### src/rtl/shwr_pdt_reader.sv
// PDT-side reader for the shower-buffer memory mux: streams one full buffer trace,
// starting at a trigger offset, while yielding the memory to DMA on request.
module shwr_pdt_reader #(
    parameter int ADDR_WIDTH = 15,
    parameter int DATA_WIDTH = 32,
    parameter int BUF_AW     = 11,
    parameter int RD_LATENCY = 2,
    parameter int FIFO_DEPTH = 8
) (
    input  logic                         i_clk,
    input  logic                         i_rst,
    input  logic                         i_start,
    input  logic [ADDR_WIDTH-BUF_AW-1:0] i_buf_num,
    input  logic [BUF_AW-1:0]            i_start_offs,
    input  logic                         i_abort,
    input  logic                         i_dma_req,
    output logic                         o_sel_b,
    output logic [ADDR_WIDTH-1:0]        o_addr_b,
    output logic                         o_ena_b,
    input  logic [DATA_WIDTH-1:0]        i_rd_data,
    output logic [DATA_WIDTH-1:0]        o_out_data,
    output logic                         o_out_valid,
    input  logic                         i_out_ready,
    output logic                         o_busy,
    output logic                         o_done
);

    localparam int BW = ADDR_WIDTH - BUF_AW;
    localparam int PW = $clog2(FIFO_DEPTH);
    localparam int CW = PW + 1;
    localparam logic [BUF_AW:0] TRACE_LEN = {1'b1, {BUF_AW{1'b0}}};
    localparam logic [CW:0]     DEPTH     = (CW+1)'(FIFO_DEPTH);

    typedef enum logic [2:0] {
        S_IDLE, S_GRANT, S_SETTLE, S_READ, S_YIELD, S_DRAIN, S_ABORT
    } state_t;

    state_t                r_state;
    state_t                w_next;
    logic [BW-1:0]         r_buf;
    logic [BUF_AW-1:0]     r_offs;
    logic [BUF_AW:0]       r_issue_cnt;
    logic [BUF_AW:0]       r_out_cnt;
    logic [CW-1:0]         r_inflight;
    logic [RD_LATENCY-1:0] r_vld;
    logic [DATA_WIDTH-1:0] r_mem [FIFO_DEPTH];
    logic [PW-1:0]         r_wr_ptr;
    logic [PW-1:0]         r_rd_ptr;
    logic [CW-1:0]         r_count;

    logic                  w_credit;
    logic                  w_all_issued;
    logic                  w_inflight_zero;
    logic                  w_trace_done;
    logic                  w_wr;
    logic                  w_rd;
    logic                  w_flush;
    logic                  w_accept_start;
    logic [BUF_AW-1:0]     w_rd_offs;

    // Credit counts words still in the memory pipeline so every return has a FIFO slot.
    assign w_credit        = ({1'b0, r_inflight} + {1'b0, r_count}) < DEPTH;
    assign w_all_issued    = r_issue_cnt[BUF_AW];
    assign w_inflight_zero = (r_inflight == '0);
    assign w_trace_done    = (r_out_cnt == TRACE_LEN);
    assign w_wr            = r_vld[RD_LATENCY-1];
    assign w_rd            = o_out_valid & i_out_ready;
    assign w_flush         = (r_state == S_ABORT) & w_inflight_zero;
    assign w_accept_start  = (r_state == S_IDLE) & i_start;
    assign w_rd_offs       = r_offs + r_issue_cnt[BUF_AW-1:0];

    assign o_addr_b    = o_ena_b ? {r_buf, w_rd_offs} : '0;
    assign o_out_valid = (r_count != '0);
    assign o_out_data  = o_out_valid ? r_mem[r_rd_ptr] : '0;

    always_ff @(posedge i_clk or posedge i_rst) begin
        if (i_rst) r_state <= S_IDLE;
        else       r_state <= w_next;
    end

    always_comb begin
        w_next = r_state;
        case (r_state)
            S_IDLE:   if (i_start) w_next = S_GRANT;
            S_GRANT:  if (i_abort) w_next = S_ABORT;
                      else if (!i_dma_req) w_next = S_SETTLE;
            S_SETTLE: w_next = i_abort ? S_ABORT : S_READ;
            S_READ:   if (i_abort) w_next = S_ABORT;
                      else if (w_all_issued) w_next = S_DRAIN;
                      else if (i_dma_req) w_next = S_YIELD;
            S_YIELD:  if (i_abort) w_next = S_ABORT;
                      else if (w_inflight_zero) w_next = S_GRANT;
            S_DRAIN:  if (i_abort) w_next = S_ABORT;
                      else if (w_trace_done && w_inflight_zero) w_next = S_IDLE;
            S_ABORT:  if (w_inflight_zero) w_next = S_IDLE;
            default:  w_next = S_IDLE;
        endcase
    end

    always_comb begin
        o_sel_b = 1'b0;
        o_ena_b = 1'b0;
        o_done  = 1'b0;
        o_busy  = (r_state != S_IDLE);
        case (r_state)
            S_SETTLE: o_sel_b = 1'b1;
            S_READ: begin
                o_sel_b = 1'b1;
                o_ena_b = w_credit & ~w_all_issued & ~i_dma_req & ~i_abort;
            end
            S_YIELD:  o_sel_b = ~w_inflight_zero;
            S_DRAIN: begin
                o_sel_b = ~w_inflight_zero;
                o_done  = w_trace_done & w_inflight_zero & ~i_abort;
            end
            S_ABORT: begin
                o_sel_b = ~w_inflight_zero;
                o_done  = w_inflight_zero;
            end
            default: ;
        endcase
    end

    always_ff @(posedge i_clk or posedge i_rst) begin
        if (i_rst) begin
            r_buf       <= '0;
            r_offs      <= '0;
            r_issue_cnt <= '0;
            r_out_cnt   <= '0;
            r_inflight  <= '0;
            r_vld       <= '0;
        end else begin
            if (w_accept_start) begin
                r_buf       <= i_buf_num;
                r_offs      <= i_start_offs;
                r_issue_cnt <= '0;
                r_out_cnt   <= '0;
            end else begin
                if (o_ena_b) r_issue_cnt <= r_issue_cnt + (BUF_AW+1)'(1);
                if (w_rd)    r_out_cnt   <= r_out_cnt + (BUF_AW+1)'(1);
            end
            case ({o_ena_b, w_wr})
                2'b10:   r_inflight <= r_inflight + CW'(1);
                2'b01:   r_inflight <= r_inflight - CW'(1);
                default: r_inflight <= r_inflight;
            endcase
            r_vld[0] <= o_ena_b;
            for (int i = 1; i < RD_LATENCY; i++) r_vld[i] <= r_vld[i-1];
        end
    end

    // Output FIFO; only the pointers and count are reset, the storage is not.
    always_ff @(posedge i_clk or posedge i_rst) begin
        if (i_rst) begin
            r_wr_ptr <= '0;
            r_rd_ptr <= '0;
            r_count  <= '0;
        end else if (w_flush) begin
            r_wr_ptr <= '0;
            r_rd_ptr <= '0;
            r_count  <= '0;
        end else begin
            if (w_wr) r_wr_ptr <= r_wr_ptr + PW'(1);
            if (w_rd) r_rd_ptr <= r_rd_ptr + PW'(1);
            case ({w_wr, w_rd})
                2'b10:   r_count <= r_count + CW'(1);
                2'b01:   r_count <= r_count - CW'(1);
                default: r_count <= r_count;
            endcase
        end
    end

    always_ff @(posedge i_clk) begin
        if (w_wr) r_mem[r_wr_ptr] <= i_rd_data;
    end

endmodule

### config.mk
export PLATFORM = sky130hd
export DESIGN_NAME = shwr_pdt_reader
export DESIGN_NICKNAME = d
export VERILOG_FILES = /design/src/rtl/shwr_pdt_reader.sv
export SDC_FILE = /design/constraint.sdc
export NUM_CORES = 1
export LEC_CHECK = 0
export CELL_PAD_IN_SITES_DETAIL_PLACEMENT = 1
export CELL_PAD_IN_SITES_GLOBAL_PLACEMENT = 1
export CORE_ASPECT_RATIO = 0.75
export CORE_UTILIZATION = 45
export DETAILED_ROUTE_END_ITERATION = 8
export PLACE_DENSITY_LB_ADDON = 0.3
export SETUP_SLACK_MARGIN = 0.4
export SYNTH_ARGS = -nofsm -noshare
export SYNTH_HDL_FRONTEND = slang
export SYNTH_SLANG_ARGS = --single-unit
### constraint.sdc
create_clock -name i_clk -period 3.1 [get_ports i_clk]
set_input_delay 0.31 -clock i_clk [delete_from_list [all_inputs] [get_ports i_clk]]
set_output_delay 0.31 -clock i_clk [all_outputs]
set_load 0.05 [all_outputs]
# ---- After elaboration in Yosys (flattened, before gate mapping)
# Memories as Yosys holds them, arrays and structs flattened.
# Index checks and enable logic that the tools add are counted.
# Widths: inputs -> output; s select.
dict set report word_totals {
  latch_bits 0
  n_memories 1
  regBits 58
  ramBits 256
  in_bits 53
  rom_bits 0
  wordCells 96
}
dict set report classes {
  reduce_logical 14
  n_mux 31
  eq_ne 17
  shifts 0
  bitwise 12
  div 0
  addsub 10
  n_mul 0
  magnitude_cmp 1
}
# memory depth word_bits read_ports rd_ports_with_merged_regs write_ports line_no
set mem_list {}
lappend mem_list {r_mem 8 32 1 0 1 46} ;# logic [DATA_WIDTH-1:0] r_mem [FIFO_DEPTH];
# cell n
set ops {}
lappend ops {{$mux 12} 4}
lappend ops {{$mux 3} 16}
lappend ops {{$mux 32} 1}
lappend ops {{$add 12x1->12 const B} 2}
lappend ops {{$pmux 3 s7} 1}
lappend ops {{$pmux 4 s2} 2}
lappend ops {{$mux 15} 1}
lappend ops {{$eq 12x12->1 const B} 1}
lappend ops {{$add 11x11->11} 1}
lappend ops {{$reduce_bool 2->1} 5}
lappend ops {{$eq 3x3->1 const B} 3}
lappend ops {{$ne 3x3->1 const B} 3}
lappend ops {{$add 4x1->4 const B} 2}
lappend ops {{$and 1x1->1} 8}
lappend ops {{$sub 4x1->4 const B} 2}
lappend ops {{$add 3x1->3 const B} 2}
lappend ops {{$eq 3x2->1 const B} 2}
lappend ops {{$reduce_and 6->1} 1}
lappend ops {{$reduce_bool 3->1} 2}
lappend ops {{$add 4x4->5} 1}
lappend ops {{$lt 5x4->1 const B} 1}
lappend ops {{$eq 2x1->1 const B} 2}
lappend ops {{$eq 2x2->1 const B} 2}
lappend ops {{$logic_not 4->1} 1}
lappend ops {{12 further kinds} 19}

# ---- Longest topological paths before layout
dict set report logic_depth {
  word_depth 8
  mapped_depth 12
  mapped_depth_nobuf 10
}

# ---- Worst setup path after synthesis
# No wires, ideal clock.
dict set report synth_timing {
  path_kind {reg2reg}
  from {reg r_vld[1]}
  to {mem r_mem[0][0] (enable)}
  required_ns 2.639
  path_stages_with_launch 3
  path_slack_ns -0.166
  synth_period_minus_slack_ns 3.266
  t_arrival_ns 2.805
  path_buffers 0
  path_cell_list {dfrtp_1 -> nand2b_1 -> nor3_1}
}
dict set report synth_via {
  elab_chain_len 2
}
# element line_no
set synth_rtl {}
lappend synth_rtl {{from (decl)} 45} ;# logic [RD_LATENCY-1:0] r_vld;
lappend synth_rtl {{from (signal assigned)} 131} ;# r_vld <= '0;
lappend synth_rtl {{$mux 1} 174} ;# if (w_wr) r_mem[r_wr_ptr] <= i_rd_data;
lappend synth_rtl {{$mux 1 (implied by the code)} 174}
lappend synth_rtl {{to (decl)} 46}
# Every way passes these cells.

# ---- Worst setup path in the final report
dict set report layout_timing {
  from {reg r_offs[0]}
  to {out o_addr_b[10]}
}
dict set report layout_via {
  elab_chain_len 2
}
# element line_no
set layout_rtl {}
lappend layout_rtl {{from (decl)} 41} ;# logic [BUF_AW-1:0] r_offs;
lappend layout_rtl {{from (signal assigned)} 135} ;# r_offs <= i_start_offs;
lappend layout_rtl {{$add 11x11->11} 70} ;# assign w_rd_offs = r_offs + r_issue_cnt[BUF_AW-1:0];
lappend layout_rtl {{$mux 15} 72} ;# assign o_addr_b = o_ena_b ? {r_buf, w_rd_offs} : '0;
lappend layout_rtl {{to (decl)} 18} ;# output logic [ADDR_WIDTH-1:0] o_addr_b,
# Every way passes these cells.

==> flow_summary.ini <==
[pwr]
p_leak_uw = 0.00586
powerDensity_nw_per_um2 = 895
ir_drop_v = 0.000681
power_uw = 14800

[logic_synthesis]
synth-edff-count = 256
syn_nets = 855
netlist_instances = 777
synth-seq-cells = 314
synth-async-reset-ratio = 0.185
yosys.cell_types.count = 60
synth_top_area_share = 0.583
synth.cell_area_sq_um = 13200
yosys-top-cells-area = edfxtp_1 58%, dfrtp_1 11%, mux4_2 11%, mux2i_1 2.7%, nor2_1 2.4%
synth.avg_cell_area_sq_um = 17.0
ys_dominant_reg_cell = edfxtp_1
yosysWarnings = 0
synth_top_cell_by_area = edfxtp_1
yosysSeqAreaShare = 0.693

[drt]
route.detailed.drc = 0
postRouteAntennaNets = 0
routed-via-count = 7384
post_drt_via_cell_ratio = 5.47
routed_wl_um = 30500
drt-wirelength-per-cell_um = 22.6
drt_iter0_drc = 514
firstDrtPassIters = 4

[finish]
finish.instance_area_sq_um = 16500
seqCellArea_sq_um = 9160
final_common_cell = edfxtp_1
drive_gt1_frac = 0.292
antennaDiodeCount = 0
multi_input_area_sq_um = 4070
most-common-layout-cells = 256 x edfxtp_1, 75 x nor2_1, 71 x buf_4
syn_to_final_growth_pct = 25.1
num-fill-cells = 2631
fin_nets = 1019

[timing]
setup_viol = 0
min_period_over_period = 0.919
holdWs_ps = 134
worstMarginPinSlew_ps = 675
setup_tns_ps = 0
layout_setup_ws_ps = 252
period_minus_slack_ps = 2850
rsz0062_at_grt = yes
max_slew_margin = 0.544
fmax_mhz = 351
report.final.hold_viol_count = 0
finalMaxSlewViolations = 0
finClkSkew_ps = 18.5

[critical_path]
cp_top_family = compound AO/OA/AOI/OAI gates
max_stage_delay_ps = 400
worstRegToRegCells = 11
crit_arrival_ps = 2540
r2r-start = r_inflight[2]$_DFFE_PP0P_
rrSetupSlack_ps = 540
r2r-end = r_inflight[2]$_DFFE_PP0P_
cp.required_ps = 2790
cp-start-kind = flip-flop
crit_fanout = 3
crit_path_end_kind = primary output
path_cells = ha_2 -> fa_2 -> a21o_1 -> a221oi_4 -> o31ai_2 -> xnor2_1 -> nor2_2 -> buf_12
path_buf_inv = 1
critical_path_class = flip-flop to primary output
slowest_stage = dfrtp_1

[grt]
grt_use_total = 0.209
grt_overflow = 0
grt_pass1_wl_um = 47000
antenna_found_initial = 0
grt_pass1_vias = 7977
grt_max_degree = 59

[die]
coreArea_sq_um = 28400
die_h_um = 150
pin_count = 105
die_w_um = 200
dieArea_sq_um = 30000
initial_core_util = 0.465
rows = 53

[clock_tree]
cts_tree = done
clk_pin_slew_ps = 60
clk_path_buf_depth = 3
cts-root-buf = clkbuf_16
clock_sinks = 314
numCtsBuffers = 31
clock_latency_ps = 560
cts_max_level = 1
cts_hold_buf = 0

[place]
place_congestion = 0.755
dp_hpwl_um = 18000
place_area_sq_um = 14900
io_buffers = 104
pre_cts_slack_ps = 375

[min_path]
hold_path.class = input port to asynchronous set/reset pin

[run_status]
status = finished clean

[flow_run]
maxCapViolations = 0
cell usage after synthesis, drive strengths merged, types with 16 or more instances:
library cell  number
edfxtp           256
mux2i             35
nand2             34
dfrtp             58
nor2              84
xnor2             19
ha                23
inv               17
xor2              18
clkbuf            16
mux4              64
buf               18
a21oi             23
power breakdown:
group | switching (uW) | internal [uW]
logic | 3350 | 2490
clock network | 1540 | 2230
registers | 322 | 4840
layer usage:
| layer | part of all wire | global-route usage |
|---|---|---|
| met5 | 0 | 0 |
| met1 | 0.46 | 0.302 |
| met2 | 0.48 | 0.335 |
| met3 | 0.047 | 0.0336 |
| met4 | 0.018 | 0.0439 |
registers in the layout (all words and copies together), names as in the netlist:
| signal | cells |
|---|---|
| r_mem | 256 |
| r_issue_cnt | 12 |
| r_out_cnt | 12 |
| r_offs | 11 |
| r_buf | 4 |
| r_count | 4 |
| r_inflight | 4 |
| r_rd_ptr | 3 |
| r_state | 3 |
| r_wr_ptr | 3 |
| r_vld | 2 |
worst min-delay path: cells and delay by family:
family	cells	cell delay [ps]
buffers and inverters	3	780
worst max path at each step:
stage / from / endpoint / slack [ps] / cells after the start
final: r_offs[0]$_DFFE_PP0P_ / o_addr_b[10] / 250 / 8
after detailed placement: i_abort / r_inflight[2]$_DFFE_PP0P_ / 370 / 10
after CTS: r_issue_cnt[0]$_DFFE_PP0P_ / o_addr_b[8] / 180 / 8
after global routing: r_issue_cnt[0]$_DFFE_PP0P_ / o_addr_b[8] / 150 / 8
after floorplan: r_inflight[1]$_DFFE_PP0P_ / r_inflight[2]$_DFFE_PP0P_ / 430 / 12
after global placement: i_abort / r_inflight[2]$_DFFE_PP0P_ / 420 / 10
cell families after synthesis:
| group | Yosys count | synth area share |
|---|---|---|
| AO/OA/AOI/OAI | 60 | 0.0304 |
| XOR/XNOR | 37 | 0.0246 |
| adder cells (fa/ha/maj) | 25 | 0.0248 |
| buffers and inverters | 51 | 0.0174 |
| flip-flops | 314 | 0.693 |
| multiplexers | 111 | 0.146 |
| AND/OR/NAND/NOR | 179 | 0.0640 |
metrics by stage:
stage,cells,util
final,1350,0.582
after global placement,1263,0.526
after floorplan,777,-
after global routing,1350,0.582
after detailed placement,1263,0.526
after CTS,1337,0.575
area by class of cell:
class / instances / area share
Clock buffer: 41 / 0.0511
Clock inverter: 16 / 0.0109
Inverter: 17 / 0.00402
Multi-Input combinational cell: 412 / 0.246
Sequential cell: 314 / 0.555
Tap cell: 385 / 0.0292
Timing Repair Buffer: 165 / 0.104
what timing repair did:
item | CTS | global route
buffers inserted | 14 | 12
pin swaps | 11 | 8
endpoints found under the setup margin | 50 | 35
gates resized for setup | 91 | 23
cloned | 3 | 1
(Power assumes the default switching activity.)
